$ cat src/rtl/instruction_loader.sv
// Byte-stream instruction loader: parses a counted header plus 3-byte words and
// writes each assembled word to instruction memory while holding the CPU in reset.
module instruction_loader #(
    parameter int INSTR_LEN = 19,
    parameter int ADDR_LEN  = 12
) (
    input  logic                 clk,
    input  logic                 rst,
    input  logic                 start,
    input  logic                 in_valid,
    input  logic [7:0]           in_data,
    output logic                 in_ready,
    output logic                 im_we,
    output logic [ADDR_LEN-1:0]  im_addr,
    output logic [INSTR_LEN-1:0] im_wdata,
    output logic                 cpu_hold,
    output logic                 done,
    output logic                 error
);

    typedef enum logic [3:0] {
        S_IDLE, S_HDR_HI, S_HDR_LO, S_B0, S_B1, S_B2, S_WRITE, S_DONE, S_ERROR
    } state_t;

    state_t                 state_q, state_d;
    logic [ADDR_LEN-1:0]    cnt_q, cnt_d;
    logic [11:0]            count_q, count_d;
    logic [INSTR_LEN-1:0]   word_q, word_d;
    logic [ADDR_LEN-1:0]    cnt_inc;
    logic                   xfer;

    always_ff @(posedge clk or negedge rst) begin
        if (!rst) begin
            state_q <= S_IDLE;
            cnt_q   <= '0;
            count_q <= '0;
            word_q  <= '0;
        end else begin
            state_q <= state_d;
            cnt_q   <= cnt_d;
            count_q <= count_d;
            word_q  <= word_d;
        end
    end

    assign in_ready = (state_q == S_HDR_HI) || (state_q == S_HDR_LO) ||
                      (state_q == S_B0) || (state_q == S_B1) || (state_q == S_B2);
    assign xfer     = in_valid & in_ready;
    assign cnt_inc  = cnt_q + 1'b1;

    always_comb begin
        state_d = state_q;
        cnt_d   = cnt_q;
        count_d = count_q;
        word_d  = word_q;
        case (state_q)
            S_IDLE, S_DONE, S_ERROR: begin
                if (start) state_d = S_HDR_HI;
            end
            S_HDR_HI: begin
                if (xfer) begin
                    if (in_data[7:4] != 4'h0) begin
                        state_d = S_ERROR;
                    end else begin
                        count_d[11:8] = in_data[3:0];
                        state_d       = S_HDR_LO;
                    end
                end
            end
            S_HDR_LO: begin
                if (xfer) begin
                    count_d[7:0] = in_data;
                    if ({count_q[11:8], in_data} == 12'h000) begin
                        state_d = S_DONE;
                    end else begin
                        cnt_d   = '0;
                        state_d = S_B0;
                    end
                end
            end
            S_B0: begin
                if (xfer) begin
                    if (in_data[7:3] != 5'h00) begin
                        state_d = S_ERROR;
                    end else begin
                        word_d  = INSTR_LEN'(in_data[2:0]);
                        state_d = S_B1;
                    end
                end
            end
            S_B1: begin
                if (xfer) begin
                    word_d  = {word_q[INSTR_LEN-9:0], in_data};
                    state_d = S_B2;
                end
            end
            S_B2: begin
                if (xfer) begin
                    word_d  = {word_q[INSTR_LEN-9:0], in_data};
                    state_d = S_WRITE;
                end
            end
            S_WRITE: begin
                // Header count fits in 12 bits, so the address counter never wraps.
                cnt_d   = cnt_inc;
                state_d = (cnt_inc == ADDR_LEN'(count_q)) ? S_DONE : S_B0;
            end
            default: state_d = S_IDLE;
        endcase
    end

    assign im_we    = (state_q == S_WRITE);
    assign im_addr  = cnt_q;
    assign im_wdata = word_q;
    assign cpu_hold = (state_q != S_DONE);
    assign done     = (state_q == S_DONE);
    assign error    = (state_q == S_ERROR);

endmodule

$ cat config.mk
export PLATFORM = sky130hd
export DESIGN_NAME = instruction_loader
export DESIGN_NICKNAME = d
export VERILOG_FILES = /design/src/rtl/instruction_loader.sv
export SDC_FILE = /design/constraint.sdc
export NUM_CORES = 1
export LEC_CHECK = 0
export BUFFER_PORTS_ARGS = -buffer_cell sky130_fd_sc_hd__buf_2
export CORE_ASPECT_RATIO = 0.5
export CORE_UTILIZATION = 30
export CTS_BUF_LIST = sky130_fd_sc_hd__clkbuf_8
export DETAILED_ROUTE_END_ITERATION = 6
export SYNTH_ARGS = -nofsm -noshare
export SYNTH_HDL_FRONTEND = slang
export SYNTH_SLANG_ARGS = --single-unit
$ cat constraint.sdc
create_clock -name clk -period 2.35 [get_ports clk]
set_input_delay 0 -clock clk [delete_from_list [all_inputs] [get_ports clk]]
set_output_delay 0 -clock clk [all_outputs]
set_load 0.01 [all_outputs]
# Yosys cells after proc, flatten, opt, wreduce, memory -nomap -nowiden
# Cells that the tools add are included.
[totals] ff_bits=47 output_inout_bits=36 wordCells=62
[op_classes] addsub=1 n_eq_ne=19 mux=18 bitwise=2 n_reduce_logical=17
[ops] cell="$mux 19" n=3
[ops] cell="$pmux 19 s2" n=1
[ops] cell="$mux 4" n=8
[ops] cell="$pmux 4 s7" n=1
[ops] cell="$mux 12" n=2
[ops] cell="$pmux 12 s2" n=1
[ops] cell="$eq 4x3->1 const B" n=4
[ops] cell="$ne 2x2->1 const B" n=8
[ops] cell="$add 12x1->12 const B" n=1
[ops] cell="$eq 12x12->1" n=1
[ops] cell="$logic_not 12->1" n=1
[ops] cell="$eq 4x2->1 const B" n=2
[ops] cell="$mux 3" n=2
[ops] cell="$reduce_and 3->1" n=2
[ops] cell="$reduce_and 6->1" n=1
[ops] cell="$reduce_bool 5->1" n=1
[ops] cell="$eq 4x1->1 const B" n=1
[ops] cell="$eq 4x4->1 const B" n=1
[ops] cell="$logic_not 4->1" n=1
[ops] cell="$logic_or 1x1->1" n=4
[ops] cell="$ne 4x3->1 const B" n=1
[ops] cell="$reduce_and 4->1" n=1
[ops] cell="$reduce_bool 2->1" n=2
[ops] cell="$reduce_bool 4->1" n=1
[ops] cell="other kinds (6)" n=6

# Logic depth before layout (Yosys ltp)
# Gate-level depths: netlist (run 1).
[logic_depth] ltp_word=8 depth_mapped=8 mapped_depth_nobuf=6

# Worst setup path before layout (run 1)
# OpenSTA, ideal clock, no wires.
[synth_timing] path_kind="register -> register" startpoint="register cnt_q[0], in the netlist im_addr[0]" endpoint="register state_q[2]" setup_ns=0.095 arrival_ns=1.609 required_time_ns=2.255 slack_ns=0.645 stages_incl_launch_ff=8 path_buffers=1 synth_period_minus_slack_ns=1.705 path_cell_list="dfrtp_1 > ha_1 > and3_1 > clkbuf_1 > nand4_1 > xnor2_1 > nand2_1 > o31ai_1"
[synth_via] elab_chain_len=4
[synth_rtl] item="start, declared" line_no="26" source="logic [ADDR_LEN-1:0] cnt_q, cnt_d;"
[synth_rtl] item="start signal, assigned" line_no="40" source="cnt_q <= cnt_d;"
[synth_rtl] item="$add 12x1->12" line_no="49" source="assign cnt_inc = cnt_q + 1'b1;"
[synth_rtl] item="$eq 12x12->1" line_no="106" source="state_d = (cnt_inc == ADDR_LEN'(count_q)) ? S_DONE : S_B0;"
[synth_rtl] item="$mux 3" line_no="106"
[synth_rtl] item="$pmux 4 s7" line_no="56" source="case (state_q)"
[synth_rtl] item="end signal, assigned" line_no="39" source="state_q <= state_d;"
[synth_rtl] item="end, declared" line_no="25" source="state_t state_q, state_d;"
# Every way passes these cells.
# A chain may end at the register's enable or synchronous reset.

# Worst setup path in the final report (run 1)
[layout_timing] startpoint="register state_q[1]" endpoint="register cnt_q[11], in the netlist im_addr[11]"
[layout_via] elab_chain_len=8 word_cells_on_any_way=16
[layout_rtl] item="$eq 4x1->1 or $eq 4x2->1 (tied branches)" line_no="46, 56"
[layout_rtl] item="$logic_or 1x1->1 (2 in a row)" line_no="46" source="assign in_ready = (state_q == S_HDR_HI) || (state_q == S_HDR_LO) ||"
[layout_rtl] item="$logic_or 1x1->1 (2 in a row)" line_no="47" source="(state_q == S_B0) || (state_q == S_B1) || (state_q == S_B2);"
[layout_rtl] item="$and 1x1->1" line_no="48" source="assign xfer = in_valid & in_ready;"
[layout_rtl] item="$ne 2x2->1 (no source line)"
[layout_rtl] item="$reduce_and 3->1 (no source line)"
# Several ways; a longest one is shown, not always the timed one.

==> key figures, run 1 <==
Outcome
  • Status: finished clean

Route
  • # DRC: 0
  • Via/cell ratio: roughly 5.0
  • Vias: slightly below 2000
  • Post-route ant nets: 0
  • Average wire per standard cell: 15.1 um
  • First-pass DRT Iterations: 6
  • DRT Wirelength: ~5800 um
  • Initial drt markers: between 150 and 200

STA
  • Fmax: about 500 MHz
  • Tmin final: 2.00 ns
  • Final Slew Violations: 0
  • # setup viols final: 0
  • TNS Setup: 0 ns
  • Slew headroom: 0.295
  • RSZ-0062 raised after global routing: no
  • Final Hold Vio Count: 0
  • Final worst-path cycle share: 0.851
  • Slew @ Worst Pin: about 1.1 ns
  • Final worst slack: between 0.3 and 0.4 ns
  • Final Skew: approximately 0.0058 ns

Yosys
  • Async SR Flop Fraction: 1.00
  • Synth Net Count: 241
  • Synth Area in Compound Gates: 0.187
  • Post-Syn Area: approximately 2500 um2
  • Flops & latches, synth: 47
  • Proportion of synthesized area in mux cells: 0.0680
  • Number of synthesized flops with an enable pin: 0
  • Sequential share of the synthesized area: 0.473
  • Synth unique cells: 47
  • Top-area cell type share of the netlist area: 0.473
  • Synth warn: 0
  • Syn Area/Cell: 10.9 um2
  • Synthesized instance count: between 200 and 250
  • Yosys top cell by area: dfrtp_1
  • Prevailing post-synth register cell: dfrtp_1
  • Post-Synth Adder-Cell Area: 0.00504
  • Main combinational cell family by area after synthesis: compound AO/OA/AOI/OAI gates
  • Top cells by area, synth: dfrtp_1 47%, mux2_2 6.8%, a22o_1 6.3%
  • XOR/XNOR Fraction of Synth Area: 0.0634
  • Simple-gate share of the synthesized area: 0.150

Clocking
  • Skew-Pair Late Insertion Delay: around 0.3 ns
  • Root buffer cell: clkbuf_8
  • CTS buffer count: 5
  • TritonCTS clock tree: yes
  • H-tree levels: 2
  • CTS max path bufs: 2
  • Clk sink count: 47
  • Clk pin slew, worst setup/hold paths: 0.09 ns
  • # resized after CTS: 0

Floorplan
  • Die area: 8670 um2
  • Die width: about 130 um
  • Core area: about 8000 um2
  • Site Rows: 23
  • Die Span Y: 66.4 um
  • I/O pin cnt: 48
  • Starting Density: 0.311

Min path
  • Hold crit path type: in2reg
  • Hold path start: in_data[1]

Setup path
  • Critical path's top delay family: compound AO/OA/AOI/OAI gates
  • CP endpoint kind: flop
  • Critical path data arrival time: about 2.2 ns
  • Crit path buf inv count: 0
  • Slowest CP cell: dfrtp_1
  • Startpoint Class: flop
  • Crit path from: state_q[1]$_DFFE_PN0P_
  • Crit-path cells: nand3b_1, nand2b_1, o21a_1, o21ai_0, o31ai_1
  • Slowest stage delay, CP: between 0.5 and 0.6 ns
  • CP required: approximately 2.6 ns
  • Max Fanout on Critical Path: 14
  • Worst flop-to-flop path startpoint: state_q[1]$_DFFE_PN0P_
  • Crit path kind: reg2reg

Global routing
  • Total grt overflow: 0
  • Initial antenna violation count: 0
  • Total GRT Usage: 0.139
  • First-pass GRT wire length: roughly 9400 um
  • Vias in the first global route: around 1800
  • Largest net degree at the start of global routing: 48

Power
  • Sw Share: 0.410
  • Max IR drop VDD: between 0.2 and 0.3 mV
  • Pwr Density: between 1000 and 1500 nW/um2
  • Reg power frac: 0.447
  • Net Switching: ~0.0015 W
  • Leak: between 1 and 1.5 nW
  • Combinational share of power: 0.417
  • Clock share of power: 0.136
  • Total Power: ~0.0036 W
  • Cell-internal power: between 0.002 and 0.0025 W

Placement
  • DP HPWL: around 4300 um
  • Buffers added on ports: 47
  • Gpl congestion: about 0.79
  • Setup WS pre-CTS: 0.383 ns
  • Placed insts: about 370

Cells and area
  • Antenna cell count: 0
  • Finished Layout Cells: just under 400
  • Final nets: roughly 290
  • Area Growth Syn to Fin: 17.1%
  • Most frequent cells in the layout: 47 x dfrtp_1, 47 x buf_2, 18 x a22o_1
  • Share of post-route cells with drive strength above 1: 0.285
  • Fillers: roughly 820

Flow run
  • Max cap viols: 0
## sequential cells by signal, summed over array words and instances, names as in the netlist
register  flops
im_addr      12
count_q      12
state_q       4
im_wdata     19
## power by group through the flow
stage	Clock, W	Sequential, W	Combinational, W
finish	0.000493	0.00162	0.00152
global route	0.000531	0.00170	0.00167
CTS	0.000492	0.00162	0.00154
detailed placement	0	0.00164	0.00152
global placement	0	0.00162	0.00149
floorplan	0	0.00156	0.00108
## what timing repair did
| item | 4_1_cts | 5_1_grt |
|---|---|---|
| endpoints found under the setup margin | 0 | 0 |
| hold buffers | 6 | 0 |
| buffers inserted | 0 | 0 |
| endpoints found under the hold margin | 54 | 0 |
## cell families (layout without fill, tap and decap cells)
kind of cell,Yosys count,after routing
AOI/OAI and AO/OA,63,63
xor gates and xnor gates,18,18
adders and majority gates,1,1
buffers and inverters,23,69
DFF,47,47
muxes,15,15
and+or+nand+nor,61,61
## layer usage
layer / vias up / routed length [um] / global-route usage
met5: - / 0 / 0
met4: 0 / 39 / 0.0345
met3: 5 / 219 / 0.0251
met2: 43 / 2670 / 0.224
met1: 953 / 2910 / 0.193
li1: 927 / - / -
## worst paths after layout
kind | to | slack (ns) | cells past startpoint
max in group asynchronous | im_wdata[8]$_DFFE_PN0P_ | 1.28 | 2
setup reg to reg | im_addr[11]$_DFFE_PN0P_ | 0.35 | 5
setup / recovery | im_addr[11]$_DFFE_PN0P_ | 0.35 | 5
min in group asynchronous | state_q[3]$_DFFE_PN0P_ | 0.42 | 2
hold reg to reg | im_wdata[16]$_DFFE_PN0P_ | 0.50 | 1
hold / removal | count_q[9]$_DFFE_PN0P_ | 0.01 | 2
## layout make-up
cell class	instances	area [um2]	share of cell area
well taps	112	140	0.0482
flip-flops and latches	47	1180	0.404
repair buffers	55	310	0.107
clock buffers	5	68.8	0.0236
clock inverters	3	16.3	0.00559
multi-input cells	158	1180	0.404
inverters	6	22.5	0.00774
## worst register-to-register path, stage by stage (launching register included)
cell	delay, ns
dfrtp_1	0.54
nand3b_1	0.20
nand2b_1	0.42
o21a_1	0.46
o21ai_0	0.17
o31ai_1	0.11
## synth_stat cells, drive strengths merged (3+ instances only)
cell / n
dfrtp: 47
a22o: 18
o21ai: 17
buf: 15
mux2: 15
nand2: 13
xnor2: 12
o31ai: 10
nor2: 9
inv: 6
xor2: 6
and2: 5
nand3: 5
and4: 4
nand3b: 4
nor3: 4
a211oi: 3
a21oi: 3
nand4: 3
## stage by stage
step / util / area (um2) / hold slack, ns
2_1_floorplan: - / 2480 / -0.296
5_1_grt: 0.364 / 2910 / 0.0108
6_report: 0.364 / 2910 / 0.0126
4_1_cts: 0.364 / 2910 / 0.0121
3_3_place_gp: 0.346 / 2770 / 0.236
3_5_place_dp: 0.346 / 2770 / 0.260
Note: power is estimated with default switching activity, not from simulation.
==> run 2: changes to the inputs <==
Settings changed: RECOVER_POWER set to 50.
==> run 2 against run 1 <==
Effect of this change: power down 1.4%; clock power about the same; clock-buffer cell count is the same.
==> key figures, run 2 (synthesis results as in run 1) <==
Setup path
  • Startpoint Class: flop
  • Worst r2r path cells: 5
  • CP required: about 2.6 ns
  • CP endpoint kind: flop
  • Critical path data arrival time: roughly 2.2 ns
  • R2r setup slk: about 0.33 ns
  • Worst flop-to-flop path startpoint: state_q[1]$_DFFE_PN0P_
  • Crit path kind: reg2reg
  • R2R Path End: im_addr[11]$_DFFE_PN0P_
  • Max Fanout on Critical Path: 14
  • Crit path from: state_q[1]$_DFFE_PN0P_

Min path
  • Hold Crit Endpoint: count_q[9]$_DFFE_PN0P_
  • Hold crit path type: in2reg
  • Hold Crit Depth: 2
  • Hold path start: in_data[1]

Placement
  • Buffers added on ports: 47
  • Gpl congestion: slightly below 0.8
  • Setup WS pre-CTS: 0.383 ns
  • DP HPWL: roughly 4300 um

Outcome
  • Status: finished clean

STA
  • # setup viols final: 0
  • Final Hold Vio Count: 0
  • Final Skew: about 0.0083 ns
  • Final Slew Violations: 0
  • Slew headroom: 0.206
  • Final worst slack: approximately 0.33 ns
  • TNS Setup: 0 ns
  • RSZ-0062 raised after global routing: no
  • Slew @ Worst Pin: 1.19 ns
  • Fmax: around 500 MHz
  • Final worst-path cycle share: 0.858
  • Tmin final: between 2 and 2.5 ns

Power
  • Pwr Density: around 1200 nW/um2
  • Sw Share: 0.420
  • Net Switching: approximately 0.0015 W
  • Cell-internal power: 0.00208 W
  • Clock share of power: 0.138
  • Max IR drop VDD: around 0.27 mV
  • Combinational share of power: 0.407
  • Leak: 1.21 nW
  • Reg power frac: 0.456
  • Total Power: around 0.0036 W

Cells and area
  • Share of post-route cells with drive strength above 1: 0.172
  • Area Growth Syn to Fin: 15.6%
  • Max reg flops: 19
  • Final nets: ~290
  • Commonest non-fill, non-tap cell in the layout: dfrtp_1
  • Antenna cell count: 0
  • Most frequent cells in the layout: 47 x dfrtp_1, 31 x clkbuf_1, 18 x a22o_1

Clocking
  • Root buffer cell: clkbuf_8
  • Clk sink count: 47
  • CTS buffer count: 5
  • H-tree levels: 2
  • Clk pin slew, worst setup/hold paths: approximately 0.090 ns
  • Skew-Pair Late Insertion Delay: 0.31 ns
  • TritonCTS clock tree: yes
  • Post-CTS setup buffers: 0
  • CTS max path bufs: 2

Global routing
  • Total grt overflow: 0
  • Vias in the first global route: between 1500 and 2000
  • First-pass GRT wire length: ~9400 um
  • Total GRT Usage: 0.139
  • Initial antenna violation count: 0
  • Largest net degree at the start of global routing: 48

Route
  • Vias: between 1500 and 2000
  • # DRC: 0
  • Via/cell ratio: 5.04
  • First-pass DRT Iterations: 4
  • DRT Wirelength: around 5900 um
  • Average wire per standard cell: approximately 15 um
  • Post-route ant nets: 0
  • Initial drt markers: approximately 200

Floorplan
  • Die Span Y: between 60 and 70 um
  • Die width: roughly 130 um
  • Starting Density: 0.311
  • I/O pin cnt: 48
  • Core area: around 8000 um2
  • Site Rows: 23
  • Die area: just under 9000 um2

Flow run
  • Max cap viols: 0
run 2: cell types whose count changed in the layout (fill, tap and decap cells not counted), sizes merged:
cell,before,now
buf,49,17
clkbuf,5,37
run 2: worst max path at each step:
stage	to	slack [ns]	cells past startpoint
final	im_addr[11]$_DFFE_PN0P_	0.33	5
after global routing	im_addr[11]$_DFFE_PN0P_	0.21	5
after CTS	im_addr[11]$_DFFE_PN0P_	0.35	5
after detailed placement	im_addr[11]$_DFFE_PN0P_	0.38	5
after global placement	state_q[2]$_DFFE_PN0P_	0.46	6
after floorplan	state_q[2]$_DFFE_PN0P_	0.65	7
run 2: power by group through the flow:
stage	clock network, W	registers [W]	logic [W]
5_1_grt	0.000531	0.00170	0.00160
3_5_place_dp	0	0.00164	0.00152
6_report	0.000493	0.00163	0.00146
3_3_place_gp	0	0.00162	0.00149
2_1_floorplan	0	0.00156	0.00108
4_1_cts	0.000492	0.00162	0.00154
run 2: critical path: stages (launching register included):
cell      delay (ns)
dfrtp_1         0.54
nand3b_1        0.20
nand2b_1        0.43
o21a_1          0.46
o21ai_0         0.17
o31ai_1         0.11
run 2: area by class of cell:
cell class                 instances  area, um2
inverter                           6       22.5
clock buffer                       5       68.8
timing repair buffer              55        272
multi-input combinational        158       1180
sequential                        47       1180
clock inverter                     3       16.3
fill                             834       5130
tap                              112        140
run 2: what timing repair did:
| action | 4_1_cts | 5_1_grt |
|---|---|---|
| resized for setup | 0 | 0 |
| hold buffers | 6 | 0 |
| hold endpoints to repair | 54 | 0 |
run 2: per-layer routing:
layer,global-route usage,wire length (um)
met4,0.0345,39
met3,0.0251,220
met2,0.224,2700
met1,0.193,2930
met5,0,0
run 2: per-stage QoR:
stage / std cells / hold WS (ns) / area [um2] / utilization
after floorplan: 228 / -0.296 / 2480 / -
after global placement: 372 / 0.236 / 2770 / 0.346
after detailed placement: 372 / 0.260 / 2770 / 0.346
after CTS: 386 / 0.0121 / 2910 / 0.364
after global routing: 386 / 0.0108 / 2870 / 0.359
final: 386 / 0.00959 / 2870 / 0.359
==> run 3: changes to the inputs <==
Settings changed: ABC_AREA set to 1.
==> run 3 against run 2 <==
Effect of this change: via count rose by 15%; largest cell class unchanged; worst setup slack improved by 0.12 ns; non-clock buffer count fell by 3.
==> key figures, run 3 <==
Yosys
  • Top-area cell type share of the netlist area: 0.478
  • Yosys top cell by area: dfrtp_1
  • Synth unique cells: 27
  • Synthesized instance count: approximately 320
  • Synth Net Count: between 300 and 400
  • Prevailing post-synth register cell: dfrtp_1
  • Synth warn: 0
  • Synth Area in Compound Gates: 0.113
  • Most common cell in the netlist: nand2_1
  • XOR/XNOR Fraction of Synth Area: 0.00356
  • Post-Syn Area: between 2000 and 2500 um2
  • Number of synthesized flops with an enable pin: 0
  • Flops & latches, synth: 47
  • Syn Area/Cell: 7.71 um2
  • Proportion of synthesized area in mux cells: 0
  • Sequential share of the synthesized area: 0.478
  • Top cells by area, synth: dfrtp_1 48%, nand2_1 13%, inv_1 6.7%
  • Post-Synth Adder-Cell Area: 0.00509
  • Synth top cells by count: 85 x nand2_1, 47 x dfrtp_1, 44 x inv_1
  • Main combinational cell family by area after synthesis: simple AND/OR/NAND/NOR gates
  • Simple-gate share of the synthesized area: 0.315
  • Async SR Flop Fraction: 1.00

Setup path
  • R2R Path End: state_q[2]$_DFFE_PN0P_
  • CP endpoint kind: flop
  • Startpoint Class: flop
  • Worst r2r path cells: 11
  • CP required: about 2.6 ns
  • Crit path buf inv count: 0
  • Slowest stage delay, CP: between 0.5 and 0.6 ns
  • R2r setup slk: 0.46 ns
  • Crit path kind: reg2reg
  • Slowest CP cell: dfrtp_1
  • Crit-path cells: ha_1, nand2_2, nor2_4, nand2_1, nand3b_1, nand3_1, nor3_1, nand3_1, nand2_1, nand2_1, nand2_1
  • Max Fanout on Critical Path: 8
  • Critical path's top delay family: simple AND/OR/NAND/NOR gates
  • Crit path from: im_addr[0]$_DFFE_PN0P_
  • Crit-path most repeated cell: nand2_1
  • Critical path data arrival time: around 2.2 ns
  • Worst flop-to-flop path startpoint: im_addr[0]$_DFFE_PN0P_

Cells and area
  • Design Area, Final: between 2000 and 3000 um2
  • Final nets: 387
  • Area Growth Syn to Fin: 19.3%
  • Most frequent cells in the layout: 85 x nand2_1, 47 x dfrtp_1, 44 x inv_1
  • Commonest non-fill, non-tap cell in the layout: nand2_1
  • Share of post-route cells with drive strength above 1: 0.120
  • Antenna cell count: 0
  • Fillers: 822
  • Multi-input logic area: between 1000 and 1500 um2
  • Register area: 1180 um2
  • Max reg flops: 19

STA
  • Tmin final: around 1.9 ns
  • Final Hold Vio Count: 0
  • RSZ-0062 raised after global routing: no
  • Slew headroom: 0.230
  • Fmax: 529 MHz
  • TNS Setup: 0 ns
  • # setup viols final: 0
  • Slew @ Worst Pin: around 1.2 ns
  • Final worst-path cycle share: 0.805
  • Final Skew: 0.00810 ns
  • Final Slew Violations: 0

Route
  • Post-route ant nets: 0
  • DRT Wirelength: around 6100 um
  • Via/cell ratio: between 4 and 5
  • First-pass DRT Iterations: 4
  • Vias: approximately 2200
  • Average wire per standard cell: about 13 um
  • Initial drt markers: a little over 90
  • # DRC: 0

Power
  • Leak: 1.43 nW
  • Total Power: 0.00391 W
  • Pwr Density: ~1300 nW/um2
  • Max IR drop VDD: between 0.3 and 0.4 mV

Flow run
  • Max cap viols: 0

Clocking
  • Post-CTS setup buffers: 0
  • Clk sink count: 47
  • CTS max path bufs: 2
  • Skew-Pair Late Insertion Delay: between 0.3 and 0.4 ns
  • TritonCTS clock tree: yes
  • Clk pin slew, worst setup/hold paths: about 0.10 ns
  • Root buffer cell: clkbuf_8
  • H-tree levels: 2
  • CTS buffer count: 5

Global routing
  • Total grt overflow: 0
  • Initial antenna violation count: 0
  • Total GRT Usage: 0.156
  • Largest net degree at the start of global routing: 48
  • First-pass GRT wire length: 10200 um
  • Vias in the first global route: between 2000 and 2500

Min path
  • Hold path start: in_data[1]
  • Hold Crit Endpoint: count_q[1]$_DFFE_PN0P_
  • Hold crit path type: in2reg
  • Hold Crit Depth: 3

Outcome
  • Status: finished clean

Placement
  • DP HPWL: 4520 um
  • Gpl congestion: between 0.9 and 1
  • Buffers added on ports: 47
  • Dpl cell area: between 2000 and 3000 um2

Floorplan
  • Core area: roughly 7600 um2
  • I/O pin cnt: between 40 and 50
  • Starting Density: 0.322
  • Site Rows: 22
  • Die Span Y: around 66 um
  • Die area: 8580 um2
  • Die width: ~130 um
==> run 3: changes by cell type after synthesis, moves of 11 or more <==
cell     change
mux2_2      -15
nand2_1     +72
a22o_1      -18
nand3_1     +29
xnor2_1     -11
inv_1       +38
o21ai_1     +14
==> run 3: logic make-up (layout without fill, tap and decap cells) <==
family,count (synthesis),after routing
and+or+nand+nor,167,167
buffers and inverters,53,109
AOI/OAI and AO/OA,50,50
DFF,47,47
adders and majority gates,1,1
xor gates and xnor gates,1,1
==> run 3: per-layer routing <==
layer / vias up / part of all wire / global-route usage
met2: 49 / 0.43 / 0.243
met3: 9 / 0.058 / 0.0316
li1: 1161 / - / -
met4: 0 / 0.015 / 0.0523
met5: - / 0 / 0
met1: 1025 / 0.50 / 0.217
==> run 3: metrics by stage <==
step | setup WS, ns | std cells | hold WS, ns | utilization
2_1_floorplan | 0.706 | 319 | -0.296 | -
3_3_place_gp | 0.466 | 470 | 0.245 | 0.368
3_5_place_dp | 0.463 | 470 | 0.242 | 0.368
4_1_cts | 0.437 | 483 | 0.0107 | 0.390
5_1_grt | 0.198 | 483 | 0.0153 | 0.385
6_report | 0.458 | 483 | 0.0236 | 0.385
==> run 3: what timing repair did <==
action / in CTS / in global routing
gates resized for setup: 0 / 0
hold endpoints to repair: 52 / 0
hold buffers: 5 / 0
==> run 3: final cells by class <==
cell class | count | area share
well taps | 108 | 0.0461
clock inverters | 3 | 0.0162
multi-input cells | 219 | 0.366
clock buffers | 5 | 0.0235
repair buffers | 52 | 0.0840
inverters | 49 | 0.0635
flip-flops and latches | 47 | 0.401
==> run 3: tightest hold or removal path: stages <==
cell and delay [ns]:
buf_2 0.09, inv_1 0.08, o21ai_1 0.13
==> run 3: how the worst max path moves through the flow <==
stage,endpoint,slack [ns],depth (start not counted)
after floorplan,state_q[2]$_DFFE_PN0P_,0.71,14
after global placement,state_q[2]$_DFFE_PN0P_,0.47,13
after detailed placement,state_q[2]$_DFFE_PN0P_,0.46,13
after CTS,state_q[2]$_DFFE_PN0P_,0.44,11
after global routing,state_q[2]$_DFFE_PN0P_,0.20,13
final,state_q[2]$_DFFE_PN0P_,0.46,11
==> run 3: report_power, final <==
part           total [W]  switching, W  internal [W]  leakage, nW
clock network   0.000627      0.000304      0.000323       0.0587
registers        0.00154      0.000367       0.00118        0.577
logic            0.00174       0.00110      0.000636        0.794
total            0.00391       0.00177       0.00214         1.43
